### src/rtl/scan_sequencer.sv
// Purpose : steps a 4-bit channel index W (with enable En) through channels 0..LAST_CH,
//           holding each channel for DWELL cycles, to drive a 4-to-16 one-hot decoder.
// Latency : Start accepted at edge k -> first channel on W/En at k+1; all outputs registered.
// Backpressure: none. Stop aborts a scan at the next edge; Start is ignored outside IDLE.
// Ports   : Clock, Reset (sync, active-high), Start, Stop, Mode (0 single-shot, 1 continuous),
//           W[3:0] channel index, En channel valid, Busy (in SCAN), Done (1-cycle end pulse).
// Option  : define SCAN_SKIP_MASK_EN to add Mask[15:0]; a set bit skips that channel.
module scan_sequencer #(
   parameter int DWELL   = 4,
   parameter int LAST_CH = 15
) (
   input  logic        Clock,
   input  logic        Reset,
   input  logic        Start,
   input  logic        Stop,
   input  logic        Mode,
`ifdef SCAN_SKIP_MASK_EN
   input  logic [15:0] Mask,
`endif
   output logic [3:0]  W,
   output logic        En,
   output logic        Busy,
   output logic        Done
);

   // Counter is wide enough for DWELL-1; with DWELL=1 it is a single bit stuck at 0.
   localparam int            CW       = (DWELL > 1) ? $clog2(DWELL) : 1;
   localparam logic [CW-1:0] CNT_LAST = CW'(DWELL - 1);

   typedef enum logic [1:0] {S_IDLE, S_SCAN, S_DONE} state_t;

   state_t        state, state_nxt;
   logic [CW-1:0] cnt, cnt_nxt;
   logic          mode_q;
   logic [3:0]    w_nxt;
   logic          en_nxt, busy_nxt, done_nxt;

   logic [15:0]   sel_mask;   // skip mask in force for this cycle
   logic [15:0]   avail;      // channels that may be visited
   logic [3:0]    first_ch, next_ch;
   logic          first_ok, next_ok;
   logic          accept, dwell_end;

`ifdef SCAN_SKIP_MASK_EN
   logic [15:0]   mask_q;
   // In IDLE the first channel must come from the live Mask, since it is
   // latched on the same edge that presents that first channel.
   assign sel_mask = (state == S_IDLE) ? Mask : mask_q;
`else
   assign sel_mask = '0;
`endif

   assign accept    = Start && !Stop;
   assign dwell_end = (cnt == CNT_LAST);

   // Lowest visitable channel, and lowest visitable channel above W.
   always_comb begin
      avail    = '0;
      first_ch = '0;
      first_ok = 1'b0;
      next_ch  = '0;
      next_ok  = 1'b0;
      for (int i = 0; i < 16; i++) begin
         avail[i] = !sel_mask[i] && (i <= LAST_CH);
      end
      for (int i = 15; i >= 0; i--) begin
         if (avail[i]) begin
            first_ch = 4'(i);
            first_ok = 1'b1;
         end
         if (avail[i] && (i > int'(W))) begin
            next_ch = 4'(i);
            next_ok = 1'b1;
         end
      end
   end

   // State register plus registered outputs.
   always_ff @(posedge Clock) begin
      if (Reset) begin
         state  <= S_IDLE;
         cnt    <= '0;
         W      <= '0;
         En     <= 1'b0;
         Busy   <= 1'b0;
         Done   <= 1'b0;
         mode_q <= 1'b0;
`ifdef SCAN_SKIP_MASK_EN
         mask_q <= '0;
`endif
      end else begin
         state <= state_nxt;
         cnt   <= cnt_nxt;
         W     <= w_nxt;
         En    <= en_nxt;
         Busy  <= busy_nxt;
         Done  <= done_nxt;
         if (state == S_IDLE && accept) begin
            mode_q <= Mode;
`ifdef SCAN_SKIP_MASK_EN
            mask_q <= Mask;
`endif
         end
      end
   end

   // Next-state logic.
   always_comb begin
      state_nxt = state;
      case (state)
         S_IDLE: if (accept) state_nxt = first_ok ? S_SCAN : S_DONE;
         S_SCAN: begin
            if (Stop)                                  state_nxt = S_IDLE;
            else if (dwell_end && !next_ok && !mode_q) state_nxt = S_DONE;
         end
         S_DONE:  state_nxt = S_IDLE;
         default: state_nxt = S_IDLE;
      endcase
   end

   // Next values of the registered outputs and dwell counter.
   always_comb begin
      w_nxt    = W;
      cnt_nxt  = '0;
      en_nxt   = 1'b0;
      busy_nxt = 1'b0;
      done_nxt = 1'b0;
      case (state)
         S_IDLE: begin
            w_nxt = '0;
            if (accept) begin
               if (first_ok) begin
                  w_nxt    = first_ch;
                  en_nxt   = 1'b1;
                  busy_nxt = 1'b1;
               end else begin
                  done_nxt = 1'b1;   // nothing to scan: straight to DONE
               end
            end
         end
         S_SCAN: begin
            if (Stop) begin
               w_nxt = '0;
            end else if (!dwell_end) begin
               cnt_nxt  = cnt + CW'(1);
               en_nxt   = 1'b1;
               busy_nxt = 1'b1;
            end else if (next_ok) begin
               w_nxt    = next_ch;
               en_nxt   = 1'b1;
               busy_nxt = 1'b1;
            end else if (mode_q) begin
               w_nxt    = first_ch;   // wrap with no gap cycle
               en_nxt   = 1'b1;
               busy_nxt = 1'b1;
            end else begin
               done_nxt = 1'b1;      // W holds on the last channel
            end
         end
         default: w_nxt = '0;        // DONE lasts one cycle
      endcase
   end

endmodule

### config.mk
export PLATFORM = sky130hd
export DESIGN_NAME = scan_sequencer
export DESIGN_NICKNAME = d
export VERILOG_FILES = /design/src/rtl/scan_sequencer.sv
export SDC_FILE = /design/constraint.sdc
export NUM_CORES = 1
export LEC_CHECK = 0
export ABC_CLOCK_PERIOD_IN_PS = 1400
export CAP_MARGIN = 20
export CELL_PAD_IN_SITES_DETAIL_PLACEMENT = 1
export CELL_PAD_IN_SITES_GLOBAL_PLACEMENT = 2
export CORE_UTILIZATION = 25
export CTS_CLUSTER_SIZE = 30
export DETAILED_ROUTE_END_ITERATION = 10
export MAX_ROUTING_LAYER = met4
export PLACE_DENSITY = 0.65
export SETUP_SLACK_MARGIN = 0.3
export SYNTH_ARGS = -nofsm -noshare
export SYNTH_HDL_FRONTEND = slang
export SYNTH_SLANG_ARGS = --single-unit
### constraint.sdc
create_clock -name Clock -period 1.4 [get_ports Clock]
set_input_delay 0.35 -clock Clock [delete_from_list [all_inputs] [get_ports Clock]]
set_output_delay 0.35 -clock Clock [all_outputs]
set_load 0.02 [all_outputs]
### Word-level counts from Yosys, hierarchy flattened

Index checks and enable logic that the tools add are counted.

* output and inout bits: 7
* bits in registers: 11
* logic and storage cells: 85

* $add $sub $neg: 1
* bitwise logic cells: 2
* reductions and logical operators: 14
* muxes and demuxes: 43
* equality and inequality tests: 4
* magnitude comparators: 15

Operators with widths (count)
* 2-to-1 mux 4 bit: 17
* greater-than comparator 4 bit, first input constant: 8
* 2-to-1 mux 1 bit: 21
* greater-than comparator 3 x 4 -> 1 bit, first input constant: 4
* greater-than comparator 2 x 4 -> 1 bit, first input constant: 2
* 2-to-1 mux 2 bit: 3
* OR reduction 5 bit: 1
* greater-than comparator 1 x 4 -> 1 bit, first input constant: 1
* logical AND 1 bit: 4
* case mux 2 bit (2 select lines): 1
* AND reduction 2 bit: 2
* OR reduction 4 bit: 1
* logical NOT 1 bit: 3
* inequality test 3 bit, second input constant: 1
* OR reduction 3 bit: 1
* adder 2 x 1 -> 2 bit, second input constant: 1
* == test 2 x 1 -> 1 bit, second input constant: 1
* == test 2 bit, second input constant: 1
* logical NOT 2 bit: 1
* inequality test 2 bit, second input constant: 1
* inverter 1 bit: 2
* case mux 1 bit (2 select lines): 1
* nonzero test 2 bit: 1

### Logic depth before layout (Yosys ltp)

* word-level depth: 22
* gate-level depth with buffers: 6
* depth with buffers taken out: 6

### Worst setup path after synthesis

OpenSTA, ideal clock, no wires.

* kind: reg-to-reg
* from: register W[1]
* to: register W[1]
* buffers on the path: 0
* cell stages (with the launch flop): 6
* data arrival time: 1544 ps
* period minus slack after synthesis: 1671 ps
* required time: 1273 ps
* path slack: -271 ps
* cell sequence: dfxtp_1 > ha_1 > nand2_2 > o41ai_4 > mux2i_1 > nor2_1

* cells in the longest elaborated chain, start to end: 18
* elaborated cells between the ends (all ways): 48

RTL lines
* start, declared: RTL line 20 `output logic [3:0] W,`
* start signal, assigned: RTL line 94 `W <= w_nxt;`
* greater-than comparator 4 bit: RTL line 71 `if (avail[i] && (i > int'(W))) begin`
* 2-to-1 mux 1 bit (15 in series): RTL line 71
* nonzero test 2 bit (no line)
* AND reduction 2 bit (no line)

Parallel ways exist; a longest one is shown, timed or not.
A chain may end at the register's enable or synchronous reset.

### Worst setup path in the final report

Same ends and word-level chain as after synthesis.

==> qor.yml <==
outcome:
  status: "finished clean"
route:
  routed_wl_um: 1490
  drc_errors: 0
  dr.max_layer_used: "met4"
  via_per_inst: 4.60
  firstDrtPassIters: 2
  ant_nets: 0
  route.met3.wl_um: 61
  met2_length_um: 798
  wire_per_inst_um: 12.6
  wl_met1_um: 621
  first_iter_violations: 4
  num_vias: 543
layout:
  fin_util_pct: 52.2
  fin_nets: 102
  antenna_cells: 0
  final_common_cell: "buf_4"
  area_delta_synth_final_pct: 92.8
  mostFrequentLayoutCells: "buf_4, buf_6, dfxtp_1"
  instances_no_fill: 118
  drive_above_1_share_pct: 59.3
clocking:
  cts_buffers: 3
  cts.sinks: 11
  cts_root_buf: "clkbuf_4"
  clk_pin_slew_ps: 70
  tritoncts: "built"
  clockBufferDepth: 2
  cts-htree-levels: 1
  clkLatencyLatePin_ps: 260
  ctsHoldBuffers: 0
synthesis:
  syn_inst: 55
  ys_warn_count: 0
  yosys.area_share.xor_xnor_pct: 0
  ys_seq_area_share_pct: 41.0
  synth-seq-cells: 11
  avgSynthCellArea_um2: 9.76
  synth.top_cells.by_area: "dfxtp_1, ha_1, o41ai_4"
  synth_adder_area_share_pct: 11.7
  yosysTopAreaCell: "dfxtp_1"
  synth-compound-area-share_pct: 20.7
  netlist_area_um2: 537
  synth_top_family_by_area: "compound AO/OA/AOI/OAI gates"
  yosysUniqueCellTypes: 24
  synthMuxAreaShare_pct: 3.73
  yosysTopAreaCellShare_pct: 41.0
  synthSimpleGateAreaFrac_pct: 18.6
  synth_nets: 65
floorplanning:
  design.core.area_um2: 1980
  io_pins: 12
  die_w_um: 48.3
  dieHeight_um: 48.3
  start_util_pct: 27.1
  die_area_um2: 2340
  rows: 16
critical_path:
  worst_setup_path_end_kind: "flip-flop"
  crit_required_ps: 1560
  endpoint: "W[1]$_SDFFE_PP0P_"
  critical-path-max-stage-delay_ps: 430
  cpLargestDelayFamily: "flip-flops"
  start_kind: "flip-flop"
  path_buf_inv: 0
  critPathKind: "flip-flop to flip-flop"
  reg2reg_to: "W[1]$_SDFFE_PP0P_"
  r2r_slack_ps: 50
  path_max_fanout: 8
  path_cells: "ha_4 > nand2_4 > o41ai_4 > mux2i_1 > nor2_1"
  cp_slowest_cell: "dfxtp_4"
  r2r_start: "W[1]$_SDFFE_PP0P_"
  arrival_ps: 1510
  critical_path.startpoint: "W[1]$_SDFFE_PP0P_"
  cp.depth: 5
  r2r_cells: 5
pwr:
  netSwitchingFraction_pct: 22.9
  pwr-share-comb_pct: 8.6
  internal_power_uw: 452
  peakVddDrop_v: 0.000549
  switching_power_uw: 134
  p_clk_share_pct: 37.2
  p_seq_share_pct: 54.2
  power.density_nw_per_um2: 566
  power.leakage_uw: 0.000421
place:
  dp.cells: 103
  numPortBuffers: 11
  gp_congestion: 0.722
grt:
  grt_pass1_wl_um: 2590
  antenna_found_initial: 0
  grt_pass1_vias: 571
  grt_overflow: 0
  grt_usage_pct: 15.1
  grt_start_max_net_pins: 9
hold_path:
  holdPathStages: 1
  min_path_type: "flip-flop to flip-flop"
timing:
  setup_viol: 0
  fin_crit_ps: 1350
  fmax_ghz: 0.741
  slew_viol_final: 0
  fin_crit_sh_pct: 96.3
  holdWs_ps: 439
  fin_worst_skew_ps: 0.312
  hold_viol_final: 0
  rsz0062_at_grt: "true"
  tightest_slew_ps: 296
  max_slew_margin_pct: 80.2
job:
  cap_violations: 0
-- state kept, by name, indices dropped and copies added, names as in the netlist --
register,cells
Busy,1
W,4
Done,1
cnt,2
mode_q,1
state,2
-- metrics by stage --
stage	power (µW)	cell area, µm²	setup WS, ps	TNS (ps)
after floorplan	343	602	37.6	0
after global placement	370	821	-112	-579
after detailed placement	370	821	-172	-1110
after CTS	588	985	25.2	0
after global routing	620	1030	-43.1	-55.2
final	586	1030	51.3	0
-- cell type report --
class                      count  area [µm²]
multi-input combinational     39         422
sequential                    11         235
timing repair buffer          33         300
inverter                       4        17.5
clock buffer                   4        26.3
tap                           27        33.8
fill                         214         947
-- how the worst min path moves through the flow --
stage | startpoint | end | slack (ps)
after floorplan | cnt[0]$_SDFF_PP0_ | cnt[0]$_SDFF_PP0_ | 410
after global placement | cnt[0]$_SDFF_PP0_ | cnt[0]$_SDFF_PP0_ | 420
after CTS | cnt[0]$_SDFF_PP0_ | cnt[0]$_SDFF_PP0_ | 430
after detailed placement | cnt[0]$_SDFF_PP0_ | cnt[0]$_SDFF_PP0_ | 420
after global routing | cnt[0]$_SDFF_PP0_ | cnt[0]$_SDFF_PP0_ | 470
final | cnt[0]$_SDFF_PP0_ | cnt[0]$_SDFF_PP0_ | 440
-- worst reg2reg max path: stages, from the launching register on --
cell and delay (ps):
dfxtp_4 430, ha_4 170, nand2_4 60, o41ai_4 330
mux2i_1 220, nor2_1 50
-- cells by family (layout without fill, tap and decap cells) --
logic type	count (synthesis)	count (layout)
muxes	2	2
and+or+nand+nor	19	19
adders and majority gates	5	5
buffers and inverters	5	41
AOI/OAI and AO/OA	13	13
DFF	11	11
-- metal layers --
layer  global-route usage, %  up-vias
met3                    6.92        2
met5                       -        -
li1                        -      277
met1                    16.0      257
met2                    26.5        7
met4                    1.47        0
-- cells in the mapped netlist --
master    number
a21oi_1        1
a311oi_1       2
a31oi_1        1
a32oi_1        1
a41oi_1        1
buf_4          1
dfxtp_1       11
ha_1           5
inv_1          4
mux2i_1        2
nand2_1        2
nand2_2        1
nand3_1        2
nand3b_1       2
nor2_1         5
nor3_1         2
nor3b_1        1
nor4_1         2
o21a_1         1
o21ai_0        1
o22ai_1        4
o41ai_4        1
or2_1          1
or3_1          1
-- power groups by stage --
stage               combinational (µW)  clock, µW  sequential (µW)
floorplan                         14.7          0              328
global placement                  44.4          0              325
detailed placement                44.2          0              326
CTS                               46.2        225              317
global route                      55.2        247              318
finish                            50.6        218              317
-- timing repair --
action,4_1_cts,5_1_grt
setup endpoints to repair,18,17
buffers inserted,10,1
pin swaps,12,7
gates cloned,0,0
resized for setup,54,13
No activity file was read; power rests on OpenSTA's default activity.
